==> src/rtl/acc_delta_monitor_if.sv <==
// acc_delta_monitor_if: sample input, delta output and status bundle for acc_delta_monitor
interface acc_delta_monitor_if #(
    parameter int WIDTH = 32,
    parameter int DEPTH = 8,
    parameter int CNTW  = 16
);
    logic                     in_valid;
    logic [WIDTH-1:0]         in_data;
    logic                     out_ready;
    logic                     out_valid;
    logic [WIDTH-1:0]         out_data;
    logic [$clog2(DEPTH):0]   level;
    logic                     overflow;
    logic [CNTW-1:0]          drop_cnt;
    modport master (
        output in_valid, in_data, out_ready,
        input  out_valid, out_data, level, overflow, drop_cnt
    );
    modport slave (
        input  in_valid, in_data, out_ready,
        output out_valid, out_data, level, overflow, drop_cnt
    );
endinterface

==> src/rtl/acc_delta_monitor.sv <==
// acc_delta_monitor: successive differences of accumulator samples, buffered in a FIFO with drop counting
module acc_delta_monitor #(
    parameter int WIDTH = 32,
    parameter int DEPTH = 8,
    parameter int CNTW  = 16
) (
    input logic                clk,
    input logic                rst,
    acc_delta_monitor_if.slave bus
);
    localparam int AW = $clog2(DEPTH);
    localparam logic [AW:0] FULL_LVL = DEPTH[AW:0];
    typedef enum logic {PRIME, RUN} state_t;
    state_t           state_q, state_d;
    logic [WIDTH-1:0] prev_q, prev_d;
    logic [WIDTH-1:0] mem_q [DEPTH];
    logic [AW-1:0]    wr_q, wr_d, rd_q, rd_d;
    logic [AW:0]      level_q, level_d;
    logic             overflow_q, overflow_d;
    logic [CNTW-1:0]  drop_q, drop_d;
    logic             push, pop, full, wr_en, drop;
    always_comb begin
        pop        = (level_q != '0) & bus.out_ready;
        push       = (state_q == RUN) & bus.in_valid;
        full       = level_q == FULL_LVL;
        wr_en      = push & (~full | pop);
        drop       = push & full & ~pop;
        state_d    = bus.in_valid ? RUN : state_q;
        prev_d     = bus.in_valid ? bus.in_data : prev_q;
        wr_d       = wr_en ? wr_q + 1'b1 : wr_q;
        rd_d       = pop ? rd_q + 1'b1 : rd_q;
        level_d    = (wr_en & ~pop) ? level_q + 1'b1 : (pop & ~wr_en) ? level_q - 1'b1 : level_q;
        overflow_d = overflow_q | drop;
        drop_d     = (drop && drop_q != '1) ? drop_q + 1'b1 : drop_q;
    end
    always_ff @(posedge clk) begin
        if (rst) begin
            state_q    <= PRIME;
            prev_q     <= '0;
            wr_q       <= '0;
            rd_q       <= '0;
            level_q    <= '0;
            overflow_q <= 1'b0;
            drop_q     <= '0;
        end else begin
            state_q    <= state_d;
            prev_q     <= prev_d;
            wr_q       <= wr_d;
            rd_q       <= rd_d;
            level_q    <= level_d;
            overflow_q <= overflow_d;
            drop_q     <= drop_d;
        end
    end
    // Storage needs no reset: pointers and level gate every read.
    always_ff @(posedge clk) begin
        if (wr_en) mem_q[wr_q] <= bus.in_data - prev_q;
    end
    assign bus.out_valid = level_q != '0;
    assign bus.out_data  = mem_q[rd_q];
    assign bus.level     = level_q;
    assign bus.overflow  = overflow_q;
    assign bus.drop_cnt  = drop_q;
endmodule

==> src/flat_wrapper.sv <==
// flat-port wrapper written by rule: the top's interface ports become plain ports
module acc_delta_monitor_flat 
#(
    parameter int WIDTH = 32,
    parameter int DEPTH = 8,
    parameter int CNTW  = 16
)
  (clk, rst, bus_in_valid, bus_in_data, bus_out_ready, bus_out_valid, bus_out_data, bus_level, bus_overflow, bus_drop_cnt);
  acc_delta_monitor_if #(.WIDTH(WIDTH), .DEPTH(DEPTH), .CNTW(CNTW)) bus_i ();
  input logic clk;
  input logic rst;
  input wire logic [$bits(bus_i.in_valid)-1:0] bus_in_valid;
  input wire logic [$bits(bus_i.in_data)-1:0] bus_in_data;
  input wire logic [$bits(bus_i.out_ready)-1:0] bus_out_ready;
  output wire logic [$bits(bus_i.out_valid)-1:0] bus_out_valid;
  output wire logic [$bits(bus_i.out_data)-1:0] bus_out_data;
  output wire logic [$bits(bus_i.level)-1:0] bus_level;
  output wire logic [$bits(bus_i.overflow)-1:0] bus_overflow;
  output wire logic [$bits(bus_i.drop_cnt)-1:0] bus_drop_cnt;
  assign bus_i.in_valid = bus_in_valid;
  assign bus_i.in_data = bus_in_data;
  assign bus_i.out_ready = bus_out_ready;
  assign bus_out_valid = bus_i.out_valid;
  assign bus_out_data = bus_i.out_data;
  assign bus_level = bus_i.level;
  assign bus_overflow = bus_i.overflow;
  assign bus_drop_cnt = bus_i.drop_cnt;
  acc_delta_monitor #(.WIDTH(WIDTH), .DEPTH(DEPTH), .CNTW(CNTW)) u_core (.clk(clk), .rst(rst), .bus(bus_i));
endmodule
==> config.mk <==
export PLATFORM = sky130hd
export DESIGN_NAME = acc_delta_monitor_flat
export DESIGN_NICKNAME = d
export VERILOG_FILES = /design/src/rtl/acc_delta_monitor_if.sv /design/src/rtl/acc_delta_monitor.sv /design/src/flat_wrapper.sv
export SDC_FILE = /design/constraint.sdc
export NUM_CORES = 1
export LEC_CHECK = 0
export ABC_AREA = 1
export ABC_CLOCK_PERIOD_IN_PS = 8100
export CORE_MARGIN = 1
export CORE_UTILIZATION = 30
export DETAILED_ROUTE_END_ITERATION = 10
export PLACE_DENSITY = 0.54
export SLEW_MARGIN = 40
export SYNTH_ARGS = -nofsm -noshare
export SYNTH_HDL_FRONTEND = slang
export SYNTH_SLANG_ARGS = --single-unit
==> constraint.sdc <==
create_clock -name clk -period 8.1 [get_ports clk]
set_input_delay 2.025 -clock clk [delete_from_list [all_inputs] [get_ports clk]]
set_output_delay 2.025 -clock clk [all_outputs]
set_load 0.02 [all_outputs]
* Word level (Yosys, flattened, before mapping)
Memories as Yosys holds them, arrays and structs flattened. A register that Yosys moved wholly into a read port is not among the register bits. Index checks and enable logic that the tools add are counted.
Storage, ports and cells: flip-flop bits (word level) 60, RAM bits 256, input port bits 36, output and inout bits 54, memories 1
Cells by class: multiplexer cells 6, $add $sub $neg 6, bitwise gates (word level) 12, reduce and logical (&&, ||, !) cells 3, eq/ne operators 2
Memory list:
- u_core.mem_q | words 8, width 32, rd ports 1, clocked after Yosys merged registers in 1, write ports 1, RTL line acc_delta_monitor.sv:16 | logic [WIDTH-1:0] mem_q [DEPTH];
Operator list (count):
- 32-bit subtractor | 1
- 16-bit by 1-bit adder with 16-bit output, second input constant | 1
- 16-bit != test, second input constant | 1
- 4-bit 2-to-1 mux | 2
- 1-bit AND | 7
- 3-bit by 1-bit adder with 3-bit output, second input constant | 2
- 3-bit 2-to-1 mux | 2
- 4-bit by 1-bit adder with 4-bit output, second input constant | 1
- 4-bit == test, second input constant | 1
- 4-bit nonzero test | 1
- 4-bit by 1-bit subtractor with 4-bit output, second input constant | 1
- 1-bit NOT | 3
- 1-bit 2-to-1 mux | 2
- 1-bit bitwise OR | 2
- 2-bit nonzero test | 1
- 1-bit logical AND | 1

* Depth between registers and ports, before layout
Gate-level depths: netlist (run 1).
word-level depth 8, depth in mapped cells 14, depth with buffers taken out 14

* Worst setup path before layout (run 1)
OpenSTA, ideal clock, no wires.
kind input to register, from in bus_out_ready, to mem u_core.mem_q[0][0], enable pin, cell stages on the path 6, path slack 3.817 ns, library setup time 0.421 ns, buffers on the path 0, arrival 3.862 ns, cell sequence nor2_1 > nand3_1 > nand2_1 > inv_1 > nand2_1 > nor2_1
Between the ends: longest elaborated chain between the ends 5
RTL lines:
- from (decl) | RTL line flat_wrapper.sv:14 | input wire logic [$bits(bus_i.out_ready)-1:0] bus_out_ready;
- 1-bit AND | RTL line acc_delta_monitor.sv:23 | pop = (level_q != '0) & bus.out_ready;
- 1-bit bitwise OR | RTL line acc_delta_monitor.sv:26 | wr_en = push & (~full | pop);
- 1-bit AND | RTL line acc_delta_monitor.sv:26
- via u_core.wr_en | RTL line acc_delta_monitor.sv:21 | logic push, pop, full, wr_en, drop;
- 1-bit 2-to-1 mux | RTL line acc_delta_monitor.sv:57 | if (wr_en) mem_q[wr_q] <= bus.in_data - prev_q;
- 1-bit 2-to-1 mux (not written as such) | RTL line acc_delta_monitor.sv:57
- to (decl) | RTL line acc_delta_monitor.sv:16
The timed path passes the listed nets, and every way through them passes these cells.

==> results of run 1 <==
[final cells by class]
cell class,instances,area [µm²]
fill,4871,31240
sequential,319,8956
multi-input combinational,1030,5216
timing repair buffer,107,1107
clock buffer,44,930.9
tap,664,830.8
inverter,177,669.4
clock inverter,21,197.7
antenna,4,10.01
[per-stage QoR]
| step | hold slack (ns) | util |
|---|---|---|
| finish | 0.4548 | 0.3645 |
| global route | 0.4839 | 0.3643 |
| CTS | 0.4540 | 0.3634 |
| detailed placement | 0.4427 | 0.3405 |
| global placement | 0.4307 | 0.3377 |
| floorplan | 0.4121 | - |
[cells by family after synthesis]
kind of cell | Yosys count | share of synthesized area
and+or+nand+nor | 712 | 0.1875
DFF | 319 | 0.5961
AOI/OAI and AO/OA | 250 | 0.1021
buffers and inverters | 241 | 0.06385
adders and majority gates | 39 | 0.03351
xor gates and xnor gates | 29 | 0.01692
[worst register-to-register path, stage by stage, from the launching register on]
cell     delay, ns
dfxtp_1       0.31
ha_1          0.21
fa_1          0.45
inv_1         0.13
nand3_1       0.07
nand3_1       0.19
nand2_1       0.07
nand2_1       0.14
nand3_1       0.09
nand2_1       0.08
xor2_1        0.51
[power groups by stage]
stage               sequential [µW]  combinational (µW)  clock, µW
floorplan                      1960                 929          0
detailed placement             2010                1430          0
finish                         1980                1420       1570
CTS                            1980                1440       1610
global placement               2010                1420          0
global route                   1990                1570       1660
[flip-flops by register name (all words and copies together) (netlist names), named ones only]
register,flops
u_core.bus.drop_cnt,16
u_core.bus.level,4
u_core.bus.overflow,1
u_core.mem_q,256
u_core.prev_q,32
u_core.rd_q,3
u_core.state_q,1
u_core.wr_q,3
[layout by cell type, fill, tap and decap left out, types with 2 or more instances in the layout]
cell,Yosys,routed
a21oi_2,9,9
nor2_2,2,2
o32ai_1,64,64
edfxtp_1,256,256
nand3_2,2,2
nand2_1,379,379
clkinv_1,0,10
clkinv_2,0,5
fa_1,2,2
clkbuf_16,0,36
xnor2_1,5,4
buf_16,0,3
nor2_1,267,259
inv_1,176,175
diode_2,0,4
nand3_1,37,37
a21oi_1,67,67
o21ai_0,107,107
clkbuf_1,38,8
clkdlybuf4s50_1,0,88
ha_1,37,37
buf_4,2,11
dfxtp_4,0,2
buf_8,0,3
dfxtp_1,63,61
xor2_1,24,18
xor2_2,0,6
nor2_4,0,8
bufinv_16,0,3
nand2_2,10,10
nor3_1,5,5
nand4_1,6,6
[path summary, 6_finish.rpt]
| kind | end | depth (start not counted) |
|---|---|---|
| worst min register to register | flop | 1 |
| worst max-delay path | bus_out_data[16] | 6 |
| worst min-delay path | flop | 1 |
| worst max register to register | u_core.mem_q[5][16] | 10 |
[metal layers]
metal,global-route usage,part of all wire,up-vias
li1,-,-,5495
met3,0.01887,0.046,44
met5,0,0,-
met4,0.04674,0.020,0
met2,0.2394,0.46,222
met1,0.2007,0.48,5109
==> flow_metrics.tcl, run 1 <==
set metrics [dict create \
    grt-ovfl-total 0 \
    cts.sinks 319 \
    worst_slack_ns 2.726 \
    grt_antenna_before_repair 2 \
    ys_top_cells_by_area "edfxtp_1 51%, nand2_1 9.5%, dfxtp_1 8.4%" \
    drt_iter0_markers 820 \
    worst_ir_drop_vdd_mv 0.1298 \
    synth-main-ff-cell "edfxtp_1" \
    p_per_area_nw_per_um2 277.1 \
    dp_cells 2297 \
    drc 0 \
    clock_latency_ns 0.55 \
    cp_cell_sequence "buf_4 > o21ai_0 > o32ai_1 > nand2_1 > nand2_1 > clkdlybuf4s50_1" \
    drive_above_1_share 0.06537 \
    fin_worst_skew_ns 0.01530 \
    dpl_cell_area_um2 16730 \
    clk_path_buf_depth 3 \
    switching_share 0.3281 \
    vias 10870 \
    end_kind "primary output" \
    dp_hpwl_um 24410 \
    gp_congestion 0.8244 \
    fin_crit_sh 0.6634 \
    detail_route.vias_per_cell 4.594 \
    yosysTopAreaCellShare 0.5121 \
    die_h_um 225.7 \
    hold_viol 0 \
    grt_usage 0.1465 \
    cp_top_family "buffers and inverters" \
    netlist_top_cells_count "379 x nand2_1, 267 x nor2_1, 256 x edfxtp_1" \
    drt_wl_total_um 36890 \
    pre_cts_ws_ns 3.227 \
    synth-edff-count 256 \
    finalPower_uw 4965 \
    hold_buffers 0 \
    setup_viol_count_final 0 \
    port_buffers 89 \
    clkTransAtPathRegs_ns 0.05 \
    cts_setup_buffers 0 \
    static-leakage-power_uw 0.006934 \
    crit_path_max_fanout 67 \
    crit_path_top_delay_cell "dfxtp_4" \
    crit_buf_inv 2 \
    worstMarginPinSlew_ns 0.8876 \
    dr.pass1.iters 5 \
    cts_tree "yes" \
    synthCells 1590 \
    avgSynthCellArea_um2 9.441 \
    internal_power_uw 3336 \
    cpPeakStageDelay_ns 0.80 \
    drv_cap 0 \
    slew_headroom 0.4063 \
    cts_buffers 36 \
    start_kind "flop" \
    finalCriticalPeriod_ns 5.374 \
    final_antenna_net_count 0 \
    finalMaxSlewViolations 0 \
    fp-row-count 81 \
    cp.required_ns 6.08 \
    yosysUniqueCellTypes 33 \
    reg2reg_slack_ns 5.55 \
    yosysSeqAreaShare 0.5961 \
    yosys_warnings 0 \
    synthArstFlopShare 0 \
    root_buffer "clkbuf_16" \
    max_freq_mhz 186.1 \
    worstPathArrival_ns 3.35 \
    core-area_um2 49150 \
    fin_nets 1746 \
    reg2reg_from "u_core.prev_q[0]" \
    synth.most_common_cell "nand2_1" \
    grt_max_degree 107 \
    syn-num-nets 1665 \
    cts_max_level 2 \
    syn2layout_area_growth_pct 19.37 \
    post_drt_wl_per_cell_um 15.59 \
    crit_type "flop to primary output" \
    final_area_um2 17920 \
    syn_area_um2 15010 \
    p_comb_frac 0.285 \
    min_from "u_core.rd_q[2]" \
    rsz0062_at_grt "false" \
    grt_pass1_vias 10507 \
    hold_class "flop to flop" \
    netSwitchingPower_uw 1629 \
    cts_resized 0 \
    die-area_um2 50930 \
    yosysTopAreaCell "edfxtp_1" \
    ios 90 \
    grt_pass1_wl_um 57470 \
    die_w_um 225.7 \
    synth_seq_cells 319 \
    outcome "finished, final reports clean" \
    p_seq_frac 0.398 \
    initial_utilization 0.3054 \
    tns_ns 0 \
    worst_path_most_repeated_cell "nand2_1" \
    pwr-share-clk 0.316 \
    fin_cells 2366 \
]
(Power assumes the default switching activity.)
==> run 2, diff against run 1 <==
- ABC_CLOCK_PERIOD_IN_PS: 8100 -> 4850
- PLACE_DENSITY: 0.54 -> 0.56
- clock period: 8.1 -> 4.85 ns (I/O delays scaled with it)
==> flow_metrics.tcl, run 2 (synthesis gave the netlist of run 1 again) <==
set metrics [dict create \
    outcome "finished, final reports clean" \
    slew_headroom 0.4548 \
    cp.required_ns 3.64 \
    fin_worst_skew_ns 0.01667 \
    die_w_um 225.7 \
    min_from "u_core.rd_q[2]" \
    rsz0062_at_grt "false" \
    vias 11045 \
    static-leakage-power_uw 0.006915 \
    crit_type "flop to primary output" \
    grt_max_degree 72 \
    drt_iter0_markers 705 \
    syn2layout_area_growth_pct 18.84 \
    clk_path_buf_depth 3 \
    end_kind "primary output" \
    finalMaxSlewViolations 0 \
    seq_area_um2 8956 \
    setup_viol_count_final 0 \
    cts.sinks 319 \
    die-area_um2 50930 \
    final_cell_mix "379 x nand2_1, 259 x nor2_1, 256 x edfxtp_1" \
    grt-ovfl-total 0 \
    cts_resized 0 \
    r2r-end "u_core.mem_q[7][14]" \
    regMostFlops "u_core.mem_q" \
    grt_pass1_vias 10654 \
    drc 0 \
    post_drt_wl_per_cell_um 15.55 \
    cts_tree "yes" \
    worst_path_most_repeated_cell "nand2_1" \
    ios 90 \
    cts_setup_buffers 0 \
    fin_crit_sh 0.8442 \
    fin_worst_hold_slack_ns 0.4470 \
    die_h_um 225.7 \
    grt_usage 0.1463 \
    worst_slack_ns 0.7559 \
    hold_class "flop to flop" \
    dpl_cell_area_um2 16720 \
    gp_congestion 0.8446 \
    multi_input_area_um2 5179 \
    fp-row-count 81 \
    initial_utilization 0.3054 \
    hold_viol 0 \
    crit_path_max_fanout 46 \
    tns_ns 0 \
    cts_max_level 2 \
    port_buffers 89 \
    dp_hpwl_um 23920 \
    worst_ir_drop_vdd_mv 0.2592 \
    route.met3.wl_um 1735 \
    drive_above_1_share 0.06812 \
    reg2reg_from "u_core.prev_q[0]" \
    worstHoldPathCells 1 \
    cpPeakStageDelay_ns 0.66 \
    dr.pass1.iters 5 \
    worstPathArrival_ns 2.88 \
    n_fill_cell 4986 \
    highest_layer "met4" \
    core-area_um2 49150 \
    clkTransAtPathRegs_ns 0.06 \
    p_per_area_nw_per_um2 465.5 \
    diodes 0 \
    grt_pass1_wl_um 57740 \
    final_antenna_net_count 0 \
    wl_met2_um 17270 \
    finalCriticalPeriod_ns 4.094 \
    detail_route.vias_per_cell 4.666 \
    worstMarginPinSlew_ns 0.8150 \
    largest_reg_flops 256 \
    clock_latency_ns 0.53 \
    max_freq_mhz 244.3 \
    worstHoldEndpoint "u_core.rd_q[2]" \
    start_kind "flop" \
    reg2reg_depth 8 \
    root_buffer "clkbuf_16" \
    final_area_um2 17840 \
    cp_top_family "buffers and inverters" \
    cts_buffers 35 \
    layout_commonest_cell "nand2_1" \
    hold_buffers 0 \
    crit_path_top_delay_cell "clkdlybuf4s50_1" \
    drt-met1-wl_um 17050 \
    cp_cell_sequence "clkinv_2 > buf_4 > nor2_1 > o32ai_1 > nand2_1 > nand2_1 > clkdlybuf4s50_1" \
    pre_cts_ws_ns 1.012 \
    fin_nets 1751 \
    reg2reg_slack_ns 2.43 \
    crit_buf_inv 3 \
    grt_antenna_before_repair 1 \
    drv_cap 0 \
    drt_wl_total_um 36810 \
]
-- run 2: cell count changes in the layout (fill, tap and decap cells not counted), sizes merged --
cell,before,now
buf,19,24
clkdlybuf4s50,88,89
diode,4,0
clkinv,17,11
inv,178,180
clkinvlp,0,3
-- run 2: stage by stage --
stage               std cells  power, µW  utilization
floorplan                1590       4828            -
global placement         2303       5755       0.3400
detailed placement       2303       5788       0.3402
CTS                      2367       8401       0.3628
global route             2367       8756       0.3629
finish                   2367       8305       0.3629
-- run 2: metal layers --
layer  vias to the layer above  track usage
li1                       5503            -
met1                      5275       0.1878
met2                       218       0.2485
met3                        49      0.02758
met4                         0      0.04433
met5                         -            0
-- run 2: worst max path at each step --
| stage | cells after the start | to | slack, ns |
|---|---|---|---|
| after floorplan | 6 | u_core.mem_q[0][0] | 1.38 |
| after global placement | 12 | u_core.mem_q[1][16] | 1.05 |
| after detailed placement | 10 | u_core.mem_q[5][14] | 1.01 |
| after CTS | 7 | bus_out_data[16] | 0.71 |
| after global routing | 7 | bus_out_data[1] | 0.56 |
| final | 7 | bus_out_data[12] | 0.76 |
-- run 2: cell type report --
class,instances,area share
flip-flops and latches,319,0.5021
multi-input cells,1030,0.2903
repair buffers,113,0.06144
clock buffers,44,0.05155
well taps,664,0.04657
inverters,177,0.03731
clock inverters,20,0.01073
-- run 2: where the power goes --
| part | internal [µW] | switching, µW | leakage, µW | total (µW) |
|---|---|---|---|---|
| combinational | 883 | 1530 | 0.00355 | 2420 |
| clock | 1520 | 1080 | 0.000536 | 2600 |
| sequential | 3170 | 115 | 0.00283 | 3290 |
| total | 5570 | 2730 | 0.00692 | 8300 |
-- run 2: worst reg2reg max path: cells and delay by family, from the launching register on --
kind                       cells  cell delay, ns
xor gates and xnor gates       1            0.65
adders and majority gates      2            0.65
and+or+nand+nor                4            0.38
buffers and inverters          1            0.12
DFF                            1            0.31
==> run 3, diff against run 2 <==
- ABC_CLOCK_PERIOD_IN_PS: 4850 -> 4270
- PLACE_DENSITY: 0.56 -> 0.54
- clock period: 4.85 -> 4.27 ns (I/O delays scaled with it)
==> flow_metrics.tcl, run 3 (synthesis gave the netlist of run 1 again) <==
set metrics [dict create \
    cts_buffers 35 \
    start_kind "flop" \
    cp_top_family "buffers and inverters" \
    cp_cell_sequence "clkinv_2 > buf_12 > nor2_1 > o32ai_1 > nand2_1 > nand2_1 > clkdlybuf4s50_1" \
    fp-row-count 81 \
    tns_ns 0 \
    worst_ir_drop_vdd_mv 0.2529 \
    grt-ovfl-total 0 \
    drt_wl_total_um 37070 \
    ios 90 \
    grt_max_degree 105 \
    clkTransAtPathRegs_ns 0.06 \
    core-area_um2 49150 \
    finalCriticalPeriod_ns 3.837 \
    regMostFlops "u_core.mem_q" \
    rsz0062_at_grt "false" \
    end_kind "primary output" \
    cts_max_level 2 \
    initial_utilization 0.3054 \
    cp.required_ns 3.20 \
    final_area_um2 18020 \
    hold_class "flop to flop" \
    drv_cap 0 \
    largest_reg_flops 256 \
    p_per_area_nw_per_um2 533.4 \
    clock_latency_ns 0.53 \
    gp_congestion 0.8353 \
    finalMaxSlewViolations 0 \
    grt_pass1_vias 10766 \
    crit_path_top_delay_cell "clkdlybuf4s50_1" \
    hold_buffers 0 \
    static-leakage-power_uw 0.007008 \
    die_w_um 225.7 \
    dpl_cell_area_um2 16830 \
    grt_pass1_wl_um 58580 \
    n_fill_cell 4937 \
    drt_iter0_markers 841 \
    port_buffers 89 \
    fin_worst_skew_ns 0.02083 \
    hold_viol 0 \
    grt_usage 0.1483 \
    die_h_um 225.7 \
    dr.pass1.iters 5 \
    outcome "finished, final reports clean" \
    drc 0 \
    crit_path_max_fanout 104 \
    max_freq_mhz 260.7 \
    root_buffer "clkbuf_16" \
    slew_headroom 0.4915 \
    final_antenna_net_count 0 \
    vias 10833 \
    grt_antenna_before_repair 0 \
    layout_commonest_cell "nand2_1" \
    die-area_um2 50930 \
    cts.sinks 319 \
    worst_path_most_repeated_cell "nand2_1" \
    clk_path_buf_depth 3 \
    fin_nets 1757 \
    detail_route.vias_per_cell 4.563 \
    worstMarginPinSlew_ns 0.7628 \
    drive_above_1_share 0.07080 \
    crit_type "flop to primary output" \
    cts_setup_buffers 0 \
    final_cell_mix "379 x nand2_1, 259 x nor2_1, 256 x edfxtp_1" \
    crit_buf_inv 3 \
    setup_viol_count_final 0 \
    dp_hpwl_um 23460 \
    fin_crit_sh 0.8985 \
    cts_tree "yes" \
    cpPeakStageDelay_ns 0.63 \
    worstPathArrival_ns 2.77 \
    syn2layout_area_growth_pct 20.05 \
    post_drt_wl_per_cell_um 15.62 \
    cts_resized 0 \
]
run 3: changes by cell type in the layout (fill, tap and decap cells not counted), sizes merged:
cell | before | now
clkinv | 11 | 10
bufinv | 3 | 4
clkinvlp | 3 | 0
buf | 24 | 30
inv | 180 | 177
clkbuf | 44 | 50
diode | 0 | 1
run 3: final cells by class:
class                           count  area, µm²  area share
Sequential cell                   319       8956      0.4970
Multi-Input combinational cell   1030       5164      0.2866
Timing Repair Buffer              119       1216     0.06749
Clock buffer                       50       1003     0.05569
Tap cell                          664      830.8     0.04610
Inverter                          177      665.6     0.03694
Clock inverter                     14      181.4     0.01007
Antenna cell                        1      2.502   0.0001389
run 3: metrics by stage:
stage	instances	power [µW]	util	worst slack [ns]	hold WS, ns
3_5_place_dp	2309	6625	0.3424	0.6823	0.4320
6_report	2374	9611	0.3666	0.4335	0.4518
5_1_grt	2373	10130	0.3666	0.1988	0.4736
3_3_place_gp	2309	6591	0.3424	0.7016	0.4345
2_1_floorplan	1590	5483	-	0.9449	0.4121
4_1_cts	2373	9738	0.3666	0.3392	0.4493
run 3: report_power, final:
group	switching (µW)	internal, µW	leakage [µW]
combinational	1720	1040	0.00359
clock	1210	1880	0.000582
sequential	160	3600	0.00283
run 3: worst paths after layout:
kind | start | end | slack (ns) | cells after the start
worst max-delay path | flop | bus_out_data[17] | 0.43 | 7
worst max register to register | u_core.bus.level[0] | u_core.bus.level[3] | 1.89 | 14
worst min-delay path | u_core.rd_q[2] | u_core.rd_q[2] | 0.45 | 1
worst min register to register | u_core.rd_q[2] | u_core.rd_q[2] | 0.45 | 1
run 3: metal layers:
metal	GRT usage	wire [µm]	part of all wire
met1	0.1959	17340	0.47
met2	0.2508	17250	0.47
met3	0.02381	1745	0.047
met4	0.04060	736	0.020
met5	0	0	0
